## config.mk

```make
export PLATFORM = sky130hd
export DESIGN_NAME = cavlc_coeff_rebuild
export DESIGN_NICKNAME = d
export VERILOG_FILES = /design/src/rtl/cavlc_coeff_rebuild_pkg.sv /design/src/rtl/cavlc_coeff_rebuild_place.sv /design/src/rtl/cavlc_coeff_rebuild.sv
export SDC_FILE = /design/constraint.sdc
export NUM_CORES = 1
export LEC_CHECK = 0
export BUFFER_PORTS_ARGS = -buffer_cell sky130_fd_sc_hd__buf_2
export CAP_MARGIN = 20
export CORE_MARGIN = 5
export CORE_UTILIZATION = 60
export CTS_CLUSTER_DIAMETER = 100
export DETAILED_ROUTE_END_ITERATION = 6
export PLACE_DENSITY = 0.79
export SYNTH_ARGS = -nofsm -noshare
export SYNTH_HDL_FRONTEND = slang
export SYNTH_SLANG_ARGS = --single-unit
```

## constraint.sdc

```tcl
create_clock -name clk -period 3.65 [get_ports clk]
set_input_delay 0.73 -clock clk [delete_from_list [all_inputs] [get_ports clk]]
set_output_delay 0.73 -clock clk [all_outputs]
set_load 0.01 [all_outputs]
```

## src/rtl/cavlc_coeff_rebuild_pkg.sv

```systemverilog
// Shared constants for CAVLC coefficient reconstruction: widths, FSM encodings
// and the start-time syntax check.
package cavlc_coeff_rebuild_pkg;

    localparam int RES_WIDTH_DEF = 16;
    localparam int MAX_COEFF     = 16;

    localparam logic [1:0] ST_IDLE = 2'd0;
    localparam logic [1:0] ST_LOAD = 2'd1;
    localparam logic [1:0] ST_EMIT = 2'd2;

    // trailing_ones is at most 3, so exceeding min(3, total_coeff) reduces to exceeding total_coeff
    function automatic logic start_bad(input logic [4:0] tc, input logic [1:0] t1,
                                       input logic [3:0] tz);
        return (({1'b0, tc} + {2'b00, tz}) > 6'(MAX_COEFF)) || ({3'b000, t1} > tc);
    endfunction

endpackage

```

## src/rtl/cavlc_coeff_rebuild_place.sv

```systemverilog
// Combinational placement step for one level/run element: level select,
// run clamp against the remaining zeros, and next position bookkeeping.
module cavlc_coeff_place
    import cavlc_coeff_rebuild_pkg::*;
#(
    parameter int RES_WIDTH = RES_WIDTH_DEF
) (
    input  logic [4:0]                  elem_cnt_i,
    input  logic [4:0]                  total_coeff_i,
    input  logic [1:0]                  trailing_ones_i,
    input  logic [2:0]                  t1_signs_i,
    input  logic signed [RES_WIDTH-1:0] elem_level_i,
    input  logic [3:0]                  elem_run_i,
    input  logic [4:0]                  pos_i,
    input  logic [3:0]                  zeros_left_i,
    output logic signed [RES_WIDTH-1:0] level_o,
    output logic [4:0]                  pos_next_o,
    output logic [3:0]                  zeros_left_next_o,
    output logic                        last_o,
    output logic                        run_err_o
);

    logic [3:0] run;

    always_comb begin
        last_o    = (elem_cnt_i == (total_coeff_i - 5'd1));
        run       = 4'd0;
        run_err_o = 1'b0;

        if ({3'b000, trailing_ones_i} > elem_cnt_i) begin
            level_o = t1_signs_i[elem_cnt_i[1:0]] ? {RES_WIDTH{1'b1}}
                                                   : {{(RES_WIDTH-1){1'b0}}, 1'b1};
        end else begin
            level_o = elem_level_i;
        end

        // The last element's run is implicit: remaining zeros sit below it
        if (!last_o) begin
            if (elem_run_i > zeros_left_i) begin
                run       = zeros_left_i;
                run_err_o = 1'b1;
            end else begin
                run = elem_run_i;
            end
        end

        pos_next_o        = pos_i - 5'd1 - {1'b0, run};
        zeros_left_next_o = zeros_left_i - run;
    end

endmodule

```

## src/rtl/cavlc_coeff_rebuild.sv

```systemverilog
// CAVLC 4x4 coefficient rebuild: places reverse-zigzag level/run elements
// into a 16-entry array, then emits zigzag pairs (0,1)..(14,15).
module cavlc_coeff_rebuild
    import cavlc_coeff_rebuild_pkg::*;
#(
    parameter int RES_WIDTH = RES_WIDTH_DEF
) (
    input  logic                        clk,
    input  logic                        rst_n,
    input  logic                        start,
    input  logic [4:0]                  total_coeff,
    input  logic [1:0]                  trailing_ones,
    input  logic [3:0]                  total_zeros,
    input  logic [2:0]                  t1_signs,
    output logic                        busy,
    input  logic                        elem_valid,
    output logic                        elem_ready,
    input  logic signed [RES_WIDTH-1:0] elem_level,
    input  logic [3:0]                  elem_run,
    output logic                        out_valid,
    input  logic                        out_ready,
    output logic [2:0]                  out_idx,
    output logic signed [RES_WIDTH-1:0] coeff0,
    output logic signed [RES_WIDTH-1:0] coeff1,
    output logic [1:0]                  s_all,
    output logic                        err,
    output logic [1:0]                  dbg_state
);

    // Handshakes: a transfer happens on a clock edge where valid and ready are both high.
    logic [1:0]                  state_q, state_d;
    logic signed [RES_WIDTH-1:0] coeff_q [MAX_COEFF];
    logic signed [RES_WIDTH-1:0] coeff_d [MAX_COEFF];
    logic [4:0]                  pos_q, pos_d;
    logic [3:0]                  zl_q, zl_d;
    logic [4:0]                  tc_q, tc_d;
    logic [1:0]                  t1n_q, t1n_d;
    logic [2:0]                  t1s_q, t1s_d;
    logic [4:0]                  cnt_q, cnt_d;
    logic [2:0]                  idx_q, idx_d;
    logic                        err_q, err_d;

    logic signed [RES_WIDTH-1:0] level;
    logic [4:0]                  pos_next;
    logic [3:0]                  zl_next;
    logic                        last, run_err, bad;

    cavlc_coeff_place #(.RES_WIDTH(RES_WIDTH)) u_place (
        .elem_cnt_i        (cnt_q),
        .total_coeff_i     (tc_q),
        .trailing_ones_i   (t1n_q),
        .t1_signs_i        (t1s_q),
        .elem_level_i      (elem_level),
        .elem_run_i        (elem_run),
        .pos_i             (pos_q),
        .zeros_left_i      (zl_q),
        .level_o           (level),
        .pos_next_o        (pos_next),
        .zeros_left_next_o (zl_next),
        .last_o            (last),
        .run_err_o         (run_err)
    );

    assign bad = start_bad(total_coeff, trailing_ones, total_zeros);

    always_comb begin
        state_d = state_q;
        coeff_d = coeff_q;
        pos_d   = pos_q;
        zl_d    = zl_q;
        tc_d    = tc_q;
        t1n_d   = t1n_q;
        t1s_d   = t1s_q;
        cnt_d   = cnt_q;
        idx_d   = idx_q;
        err_d   = err_q;
        case (state_q)
            ST_IDLE: begin
                if (start) begin
                    for (int k = 0; k < MAX_COEFF; k++) coeff_d[k] = '0;
                    idx_d   = 3'd0;
                    cnt_d   = 5'd0;
                    pos_d   = total_coeff + {1'b0, total_zeros} - 5'd1;
                    zl_d    = total_zeros;
                    t1n_d   = trailing_ones;
                    t1s_d   = t1_signs;
                    err_d   = bad;
                    tc_d    = bad ? 5'd0 : total_coeff;
                    state_d = (bad || total_coeff == 5'd0) ? ST_EMIT : ST_LOAD;
                end
            end
            ST_LOAD: begin
                if (elem_valid) begin
                    coeff_d[pos_q[3:0]] = level;
                    pos_d = pos_next;
                    zl_d  = zl_next;
                    cnt_d = cnt_q + 5'd1;
                    err_d = err_q | run_err;
                    if (last) state_d = ST_EMIT;
                end
            end
            ST_EMIT: begin
                if (out_ready) begin
                    idx_d = idx_q + 3'd1;
                    if (idx_q == 3'd7) state_d = ST_IDLE;
                end
            end
            default: state_d = ST_IDLE;
        endcase
    end

    always_ff @(posedge clk or negedge rst_n) begin
        if (!rst_n) begin
            state_q <= ST_IDLE;
            for (int k = 0; k < MAX_COEFF; k++) coeff_q[k] <= '0;
            pos_q   <= '0;
            zl_q    <= '0;
            tc_q    <= '0;
            t1n_q   <= '0;
            t1s_q   <= '0;
            cnt_q   <= '0;
            idx_q   <= '0;
            err_q   <= 1'b0;
        end else begin
            state_q <= state_d;
            coeff_q <= coeff_d;
            pos_q   <= pos_d;
            zl_q    <= zl_d;
            tc_q    <= tc_d;
            t1n_q   <= t1n_d;
            t1s_q   <= t1s_d;
            cnt_q   <= cnt_d;
            idx_q   <= idx_d;
            err_q   <= err_d;
        end
    end

    assign busy       = (state_q != ST_IDLE);
    assign elem_ready = (state_q == ST_LOAD);
    assign out_valid  = (state_q == ST_EMIT);
    assign out_idx    = idx_q;
    assign coeff0     = coeff_q[{idx_q, 1'b0}];
    assign coeff1     = coeff_q[{idx_q, 1'b1}];
    assign s_all      = {coeff1 != '0, coeff0 != '0};
    assign err        = err_q;
    assign dbg_state  = state_q;

endmodule

```

==> results of run 1 <==
how the worst max path moves through the flow:
stage           startpoint       end  slack, ns  depth (start not counted)
2_1_floorplan  elem_run[3]   zl_q[2]       0.49                         16
3_3_place_gp   elem_run[3]   zl_q[2]       0.30                         16
3_5_place_dp   elem_run[3]   zl_q[2]       0.23                         16
4_1_cts         out_idx[0]  s_all[0]      0.002                          6
5_1_grt         out_idx[0]  s_all[0]     -0.005                          7
6_report        out_idx[0]  s_all[1]       0.05                          7
critical path: stages (launching register included):
cell       delay, ns
dfrtp_4         0.59
clkbuf_16       0.23
mux4_2          0.52
nor4_1          0.43
nand2_1         0.10
o21ai_1         0.20
nand3_1         0.10
buf_2           0.15
routing by layer:
metal / wire, um / vias up
met4: 1420 / 0
met5: 0 / -
met3: 3390 / 100
met1: 14000 / 5307
met2: 18400 / 525
li1: - / 4626
flip-flops by register name, indices dropped and copies added (netlist names):
register and count:
coeff_q 256, cnt_q 5, tc_q 5, pos_q 4, zl_q 4, out_idx 3, t1s_q 3, dbg_state 2
t1n_q 2, err 1
layout make-up:
type                       count  area share (%)
tap                          280            2.26
sequential                   285            46.1
inverter                      27           0.654
clock inverter                12            1.21
clock buffer                  41            5.68
timing repair buffer         123            5.64
multi-input combinational    889            38.5
cell usage in the layout, fill, tap and decap left out, drive strengths merged, types with 2 or more instances in the layout:
| master | count |
|---|---|
| a22o | 7 |
| nor2 | 20 |
| dfrtp | 285 |
| inv | 27 |
| xor2 | 9 |
| nand2 | 318 |
| bufinv | 5 |
| a21o | 4 |
| nand3 | 13 |
| a211oi | 4 |
| o211ai | 4 |
| clkbuf | 44 |
| mux2i | 4 |
| and2 | 4 |
| buf | 120 |
| nand4 | 3 |
| nor3 | 3 |
| ha | 26 |
| xnor2 | 7 |
| mux2 | 33 |
| a22oi | 2 |
| clkinv | 6 |
| mux4 | 64 |
| nand2b | 4 |
| a21oi | 15 |
| o21ai | 303 |
| nor2b | 9 |
| fa | 4 |
| or2 | 5 |
| nor4 | 14 |
through the flow:
stage | setup TNS [ns] | total power, uW | setup slack (ns)
floorplan | 0 | 7440 | 0.493
global placement | 0 | 9360 | 0.301
detailed placement | 0 | 9490 | 0.233
CTS | 0 | 12800 | 0.00211
global route | -0.00705 | 13700 | -0.00472
finish | 0 | 13000 | 0.0545
cell families after synthesis:
group	synth area share, %
AO/OA/AOI/OAI	13.9
XOR/XNOR	1.04
adder cells (fa/ha/maj)	3.01
buffers and inverters	3.23
flip-flops	52.9
multiplexers	13.7
AND/OR/NAND/NOR	12.2
what timing repair did:
item | 4_1_cts | 5_1_grt
buffers inserted | 1 | 1
hold buffers | 0 | 0
resized for setup | 3 | 10
setup endpoints to repair | 2 | 2
cloned | 0 | 3
where the power goes:
group          internal [uW]  switching, uW
Combinational           1810           3870
Sequential              3650            428
Clock                   2020           1240
Total                   7480           5540
==> metrics.csv, run 1 <==
metric,value,unit
number of global-route vias before repair,10600,
residual DRC count,0,
detailed-router iteration count before antenna repair,5,
Reg2Reg Depth,13,
DRT iter0 DRCs,1194,
RR Startpoint,tc_q[0],
Synth area leader,dfrtp_1,
synth-to-layout area growth,15.0,%
Synth top area share,52.9,%
final period utilization,98.5,%
GR Util met1,39.0,%
R2R Path End,zl_q[3],
via count,10600,
Fillers,1510,
clk sink count,285,
FP Rows,54,
"Cell Area, Synth",13500,sq um
min-delay worst type,in -> async,
Die X,160,um
Post-Syn Area per Cell,10.5,sq um
num ports,82,
port buffer count,81,
Longest Clk Path Bufs,3,
"Seq/Total Area, Yosys",52.9,%
GRT Max-Usage Layer,met2,
Slew @ Worst Pin,1.17,ns
Slew Limit Fails,0,
total CTS buffers,29,
Final min period,3.60,ns
Diodes inserted,0,
Crit. End Element,primary output,
synth unique cells,48,
Hold Fails Final Rpt,0,
DP HPWL,22.6,mm
cell count after synthesis,1280,
critical path startpoint category,flip-flop,
class of the most critical setup path,reg -> out,
initial antenna violation count,0,
die height,160,um
final clock skew,0.0101,ns
Cell Pwr Density,840,nW/um^2
P_leak,0.00713,uW
drt wl/cell,22.4,um
CTS tree,yes,
GRT Overall Usage,28.9,%
Root Driver,clkbuf_16,
Ys Warns,0,
crit-path max FO,7,
asr flop ratio synth,100,%
initial core utilization,61.4,%
met2 GRT Util,48.4,%
Final ANT Viol Nets,0,
M3 GR Usage,4.87,%
VDD IR max,0.803,mV
DP Area,14300,sq um
die area,25600,sq um
routability congestion estimate,0.826,
footprint of the multi-input gates,5970,sq um
largest net degree at the start of global routing,96,
global route total overflow,0,
WL final,37.2,mm
clk slew on worst S/H paths,0.07,ns
layout cells sized above 1,22.1,%
"Net Count, Synth",1349,
Min Hold Slack,0.160,ns
"Clk Latency, worst-skew pair",0.55,ns
"Design Area, Final",15500,sq um
Final Non-Filler Cells,1657,
final setup fails,0,
NumNets Final,1424,
via-per-instance ratio,6.37,
H-tree depth,1,
first-pass GRT wire length,58.6,mm
Max Cap Viol,0,
slew margin rel.,20.9,%
core area,22000,sq um
"Req. time, crit path",2.92,ns
Post-synth EDFFs,0,
Util after Layout,70.6,%
Synth area leaders,"dfrtp_1 (53%), mux4_2 (11%), o21ai_0 (10%), nand2_1 (8.9%), mux2_2 (2.8%)",
register bit total from synthesis,285,
status,completed,
CP arrival,2.87,ns
Synth top cells by count,"nand2_1 (318), dfrtp_1 (285), o21ai_0 (274)",
Reg area,7140,sq um
Reg2Reg Setup Slack,0.53,ns
Placed Instances,1599,
Peak Freq,278,MHz
"Top FF cell, synth",dfrtp_1,
"count leader, synth",nand2_1,
No activity file was read; power rests on OpenSTA's default activity.
==> run 2: changes to the inputs <==
--- a/config.mk
+++ b/config.mk
@@ -8,10 +8,10 @@
 export BUFFER_PORTS_ARGS = -buffer_cell sky130_fd_sc_hd__buf_2
 export CAP_MARGIN = 20
 export CORE_MARGIN = 5
-export CORE_UTILIZATION = 60
+export CORE_UTILIZATION = 45
 export CTS_CLUSTER_DIAMETER = 100
 export DETAILED_ROUTE_END_ITERATION = 6
-export PLACE_DENSITY = 0.79
+export PLACE_DENSITY = 0.64
 export SYNTH_ARGS = -nofsm -noshare
 export SYNTH_HDL_FRONTEND = slang
 export SYNTH_SLANG_ARGS = --single-unit
==> constraint.sdc (replaced) <==
create_clock -name clk -period 3 [get_ports clk]
set_input_delay 0.6 -clock clk [delete_from_list [all_inputs] [get_ports clk]]
set_output_delay 0.6 -clock clk [all_outputs]
set_load 0.01 [all_outputs]
==> metrics.csv, run 2 (synthesis results as in run 1) <==
metric,value,unit
Slew @ Worst Pin,1.07,ns
core area,29600,sq um
hold path startpoint,t1_signs[0],
"Req. time, crit path",2.40,ns
hold path endpoint,t1s_q[0],
Reg2Reg Depth,12,
via count,10200,
failing checks,negative setup slack,
number of global-route vias before repair,10600,
CP arrival,2.76,ns
slew margin rel.,28.1,%
"Cell Chain, Critical Path",buf_4 > buf_12 > mux4_2 > mux2_2 > nor4_4 > nand3_4 > buf_6,
clk sink count,285,
port buffer count,81,
"commonest non-fill, non-tap cell in the layout",nand2_1,
die height,183,um
final clock skew,0.0322,ns
CTS tree,yes,
RR Startpoint,tc_q[0],
critical path startpoint category,flip-flop,
NumNets Final,1462,
Top delay family on crit path,multiplexers,
most frequent cells in the layout,"nand2_1 (318), dfrtp_1 (282), o21ai_0 (267)",
synth-to-layout area growth,19.7,%
num ports,82,
Peak Freq,297,MHz
routability congestion estimate,0.808,
residual DRC count,0,
Longest Clk Path Bufs,3,
final period utilization,112,%
via-per-instance ratio,5.63,
drt wl/cell,19.9,um
detailed-router iteration count before antenna repair,5,
Final min period,3.36,ns
critical path's slowest cell,mux4_2,
status,"finished, violations left",
"Design Area, Final",16100,sq um
H-tree depth,1,
DRT iter0 DRCs,712,
top flop regs,"coeff_q x256, cnt_q x5, tc_q x5",
class of the most critical setup path,reg -> out,
Cell Pwr Density,1000,nW/um^2
Die X,183,um
initial antenna violation count,0,
largest net degree at the start of global routing,77,
Final ANT Viol Nets,0,
Biggest register,coeff_q,
global route total overflow,0,
max FFs per register,256,
Hold Fails Final Rpt,0,
GRT Overall Usage,21.6,%
Pwr Total,16200,uW
min-delay worst type,in -> reg,
DP HPWL,23.0,mm
FP Rows,63,
crit-path max FO,10,
first-pass GRT wire length,58.3,mm
Root Driver,clkbuf_16,
worst setup margin,-0.364,ns
WL final,36.0,mm
layout cells sized above 1,24.7,%
"Clk Latency, worst-skew pair",0.59,ns
Hold Path Depth,3,
GRT Max-Usage Layer,met2,
initial core utilization,45.5,%
R2R Path End,pos_q[1],
Slowest Stage Delay on Critical Path,0.52,ns
CP bufs+invs,3,
total CTS buffers,30,
M3 GR Usage,3.39,%
Reg2Reg Setup Slack,0.12,ns
Slew Limit Fails,0,
clk slew on worst S/H paths,0.06,ns
met2 GRT Util,36.0,%
VDD IR max,1.59,mV
GR Util met1,30.4,%
die area,33500,sq um
Max Cap Viol,0,
final setup fails,6,
setup TNS,-0.758,ns
P_leak,0.00735,uW
unrepaired setup endpoints after global routing,true,
Crit. End Element,primary output,
DP Area,14600,sq um
## run 2: metal layers
layer / wire [um] / vias up
met5: 0 / -
met4: 609 / 0
met3: 1930 / 52
met2: 17400 / 258
met1: 16100 / 5163
li1: - / 4700
## run 2: tightest hold or removal path, cell delays in order
cell and delay [ns]:
buf_2 0.07, nand2_1 0.04, nand2_1 0.04
## run 2: power breakdown
part           switching (uW)  internal (uW)  leakage [uW]  total (uW)
logic                    4770           2610       0.00291        7380
registers                 496           4440       0.00393        4930
clock network            1560           2330      0.000513        3890
## run 2: worst max path at each step
stage / startpoint / end / slack, ns / cells past startpoint
floorplan: elem_run[3] / zl_q[2] / 0.007 / 16
global placement: elem_run[3] / zl_q[2] / -0.11 / 16
detailed placement: elem_run[3] / zl_q[2] / -0.19 / 16
CTS: out_idx[0] / s_all[1] / -0.41 / 6
global route: out_idx[0] / s_all[0] / -0.46 / 9
finish: out_idx[0] / s_all[0] / -0.36 / 7
## run 2: repair_timing
action	in CTS	in global routing
buffers inserted	1	15
cloned	1	4
pin swaps	0	11
endpoints found under the setup margin	2	13
hold buffers	1	0
hold endpoints to repair	54	0
resized for setup	10	42
## run 2: layout make-up
cell class              instances  area, sq um
fillers                      2659        13500
flip-flops and latches        285         7140
multi-input cells             889         6080
repair buffers                160         1270
clock buffers                  47          905
well taps                     390          488
clock inverters                 9          148
inverters                      27          101
diodes                          1         2.50
## run 2: stage by stage
stage | hold WS, ns | setup WS, ns | cells | utilization, %
final | 0.229 | -0.364 | 1808 | 54.4
after CTS | 0.212 | -0.413 | 1790 | 53.2
after global placement | 0.456 | -0.106 | 1731 | 49.3
after global routing | 0.228 | -0.459 | 1807 | 54.4
after floorplan | 0.304 | 0.00659 | 1280 | -
after detailed placement | 0.465 | -0.192 | 1731 | 49.3
==> run 3: changes to the inputs <==
--- a/config.mk
+++ b/config.mk
@@ -7,11 +7,13 @@
 export LEC_CHECK = 0
 export BUFFER_PORTS_ARGS = -buffer_cell sky130_fd_sc_hd__buf_2
 export CAP_MARGIN = 20
+export CELL_PAD_IN_SITES_DETAIL_PLACEMENT = 0
+export CELL_PAD_IN_SITES_GLOBAL_PLACEMENT = 2
 export CORE_MARGIN = 5
-export CORE_UTILIZATION = 45
+export CORE_UTILIZATION = 43
 export CTS_CLUSTER_DIAMETER = 100
 export DETAILED_ROUTE_END_ITERATION = 6
-export PLACE_DENSITY = 0.64
+export PLACE_DENSITY = 0.84
 export SYNTH_ARGS = -nofsm -noshare
 export SYNTH_HDL_FRONTEND = slang
 export SYNTH_SLANG_ARGS = --single-unit
==> constraint.sdc (replaced) <==
create_clock -name clk -period 3.9 [get_ports clk]
set_input_delay 0.78 -clock clk [delete_from_list [all_inputs] [get_ports clk]]
set_output_delay 0.78 -clock clk [all_outputs]
set_load 0.01 [all_outputs]
==> metrics.csv, run 3 (synthesis results as in run 1) <==
metric,value,unit
die height,187,um
Fillers,2906,
number of global-route vias before repair,10500,
Root Driver,clkbuf_16,
crit-path max FO,22,
slew margin rel.,38.4,%
Final ANT Viol Nets,0,
detailed-router iteration count before antenna repair,6,
Hold Fails Final Rpt,0,
die area,35000,sq um
"commonest non-fill, non-tap cell in the layout",nand2_1,
most frequent cells in the layout,"nand2_1 (318), dfrtp_1 (282), o21ai_0 (271)",
Longest Clk Path Bufs,3,
max FFs per register,256,
final setup fails,0,
P_leak,0.00709,uW
first-pass GRT wire length,62.1,mm
NumNets Final,1433,
CP startpoint,out_idx[1],
largest net degree at the start of global routing,110,
Reg2Reg Setup Slack,0.76,ns
class of the most critical setup path,reg -> out,
drt wl/cell,21.6,um
port buffer count,81,
Reg2Reg Depth,13,
top flop regs,"coeff_q x256, cnt_q x5, tc_q x5",
"Clk Latency, worst-skew pair",0.56,ns
CP endpoint,s_all[0],
min-delay worst type,in -> async,
global route total overflow,0,
"Req. time, crit path",3.12,ns
synth-to-layout area growth,15.2,%
CP arrival,2.96,ns
Peak Freq,267,MHz
final period utilization,96.0,%
critical path startpoint category,flip-flop,
Max Cap Viol,0,
Slew Limit Fails,0,
Min Hold Slack,0.303,ns
R2R Path End,zl_q[3],
RR Startpoint,tc_q[0],
FP Rows,64,
GRT Overall Usage,22.1,%
Cell Pwr Density,773,nW/um^2
Diodes inserted,0,
unrepaired setup endpoints after global routing,false,
Die X,187,um
VDD IR max,0.898,mV
initial antenna violation count,0,
setup TNS,0,ns
WL final,38.5,mm
via-per-instance ratio,5.65,
Final min period,3.74,ns
CTS tree,yes,
clk slew on worst S/H paths,0.06,ns
core area,30700,sq um
final clock skew,0.0122,ns
Slew @ Worst Pin,0.924,ns
status,completed,
Crit. End Element,primary output,
Biggest register,coeff_q,
via count,10100,
H-tree depth,1,
DRT iter0 DRCs,608,
DP HPWL,24.5,mm
total CTS buffers,31,
layout cells sized above 1,21.9,%
clk sink count,285,
routability congestion estimate,0.798,
# hold bufs at CTS,0,
residual DRC count,0,
initial core utilization,43.8,%
num ports,82,
-- run 3: worst min path at each step --
stage / cells past startpoint / start / slack [ns] / to
floorplan: 2 / coeff_q[160] / 0.44 / coeff_q[160]
global placement: 2 / coeff_q[31] / 0.46 / coeff_q[31]
detailed placement: 2 / coeff_q[43] / 0.46 / coeff_q[43]
CTS: 1 / rst_n / 0.33 / coeff_q[112]
global route: 1 / rst_n / 0.37 / coeff_q[115]
finish: 1 / rst_n / 0.30 / coeff_q[112]
-- run 3: repair_timing --
item                       4_1_cts  5_1_grt
buffers inserted                 3        0
setup endpoints to repair        2        1
gates resized for setup          1        1
gates cloned                     0        0
-- run 3: per-stage QoR --
step,utilization (%),cell area [sq um],cells,setup slack (ns),power [uW]
after floorplan,-,13500,1280,0.693,6970
after global placement,47.1,14500,1724,0.475,9090
after detailed placement,47.1,14500,1724,0.428,9120
after CTS,50.5,15500,1780,0.131,12100
after global routing,50.5,15500,1780,0.0184,12800
final,50.5,15500,1780,0.155,12000
-- run 3: per-layer routing --
| layer | wire, um | GRT usage (%) | vias to the layer above | part of all wire [%] |
|---|---|---|---|---|
| met5 | 0 | 0 | - | 0 |
| met4 | 1040 | 5.29 | 0 | 2.7 |
| met2 | 18100 | 36.0 | 240 | 47 |
| met3 | 1920 | 3.42 | 60 | 5.0 |
| li1 | - | - | 4644 | - |
| met1 | 17400 | 31.5 | 5114 | 45 |
-- run 3: final cells by class --
cell class              instances  area, sq um  share of cell area, %
clock buffers                  42          877                   5.65
clock inverters                11          123                  0.789
inverters                      27          101                  0.653
multi-input cells             889         5930                   38.2
flip-flops and latches        285         7140                   46.0
well taps                     396          495                   3.19
repair buffers                130          871                   5.61
-- run 3: critical path: stages, from the launching register on --
cell,delay (ns)
dfrtp_2,0.61
buf_12,0.26
buf_4,0.19
mux4_2,0.32
nor4_1,0.48
nand3_1,0.12
o21ai_0,0.15
nand3_1,0.12
buf_2,0.16
-- run 3: where the power goes --
group / total, uW / internal (uW) / switching (uW)
logic: 5310 / 1640 / 3670
registers: 3820 / 3410 / 403
clock network: 2890 / 1700 / 1190
total: 12000 / 6750 / 5260
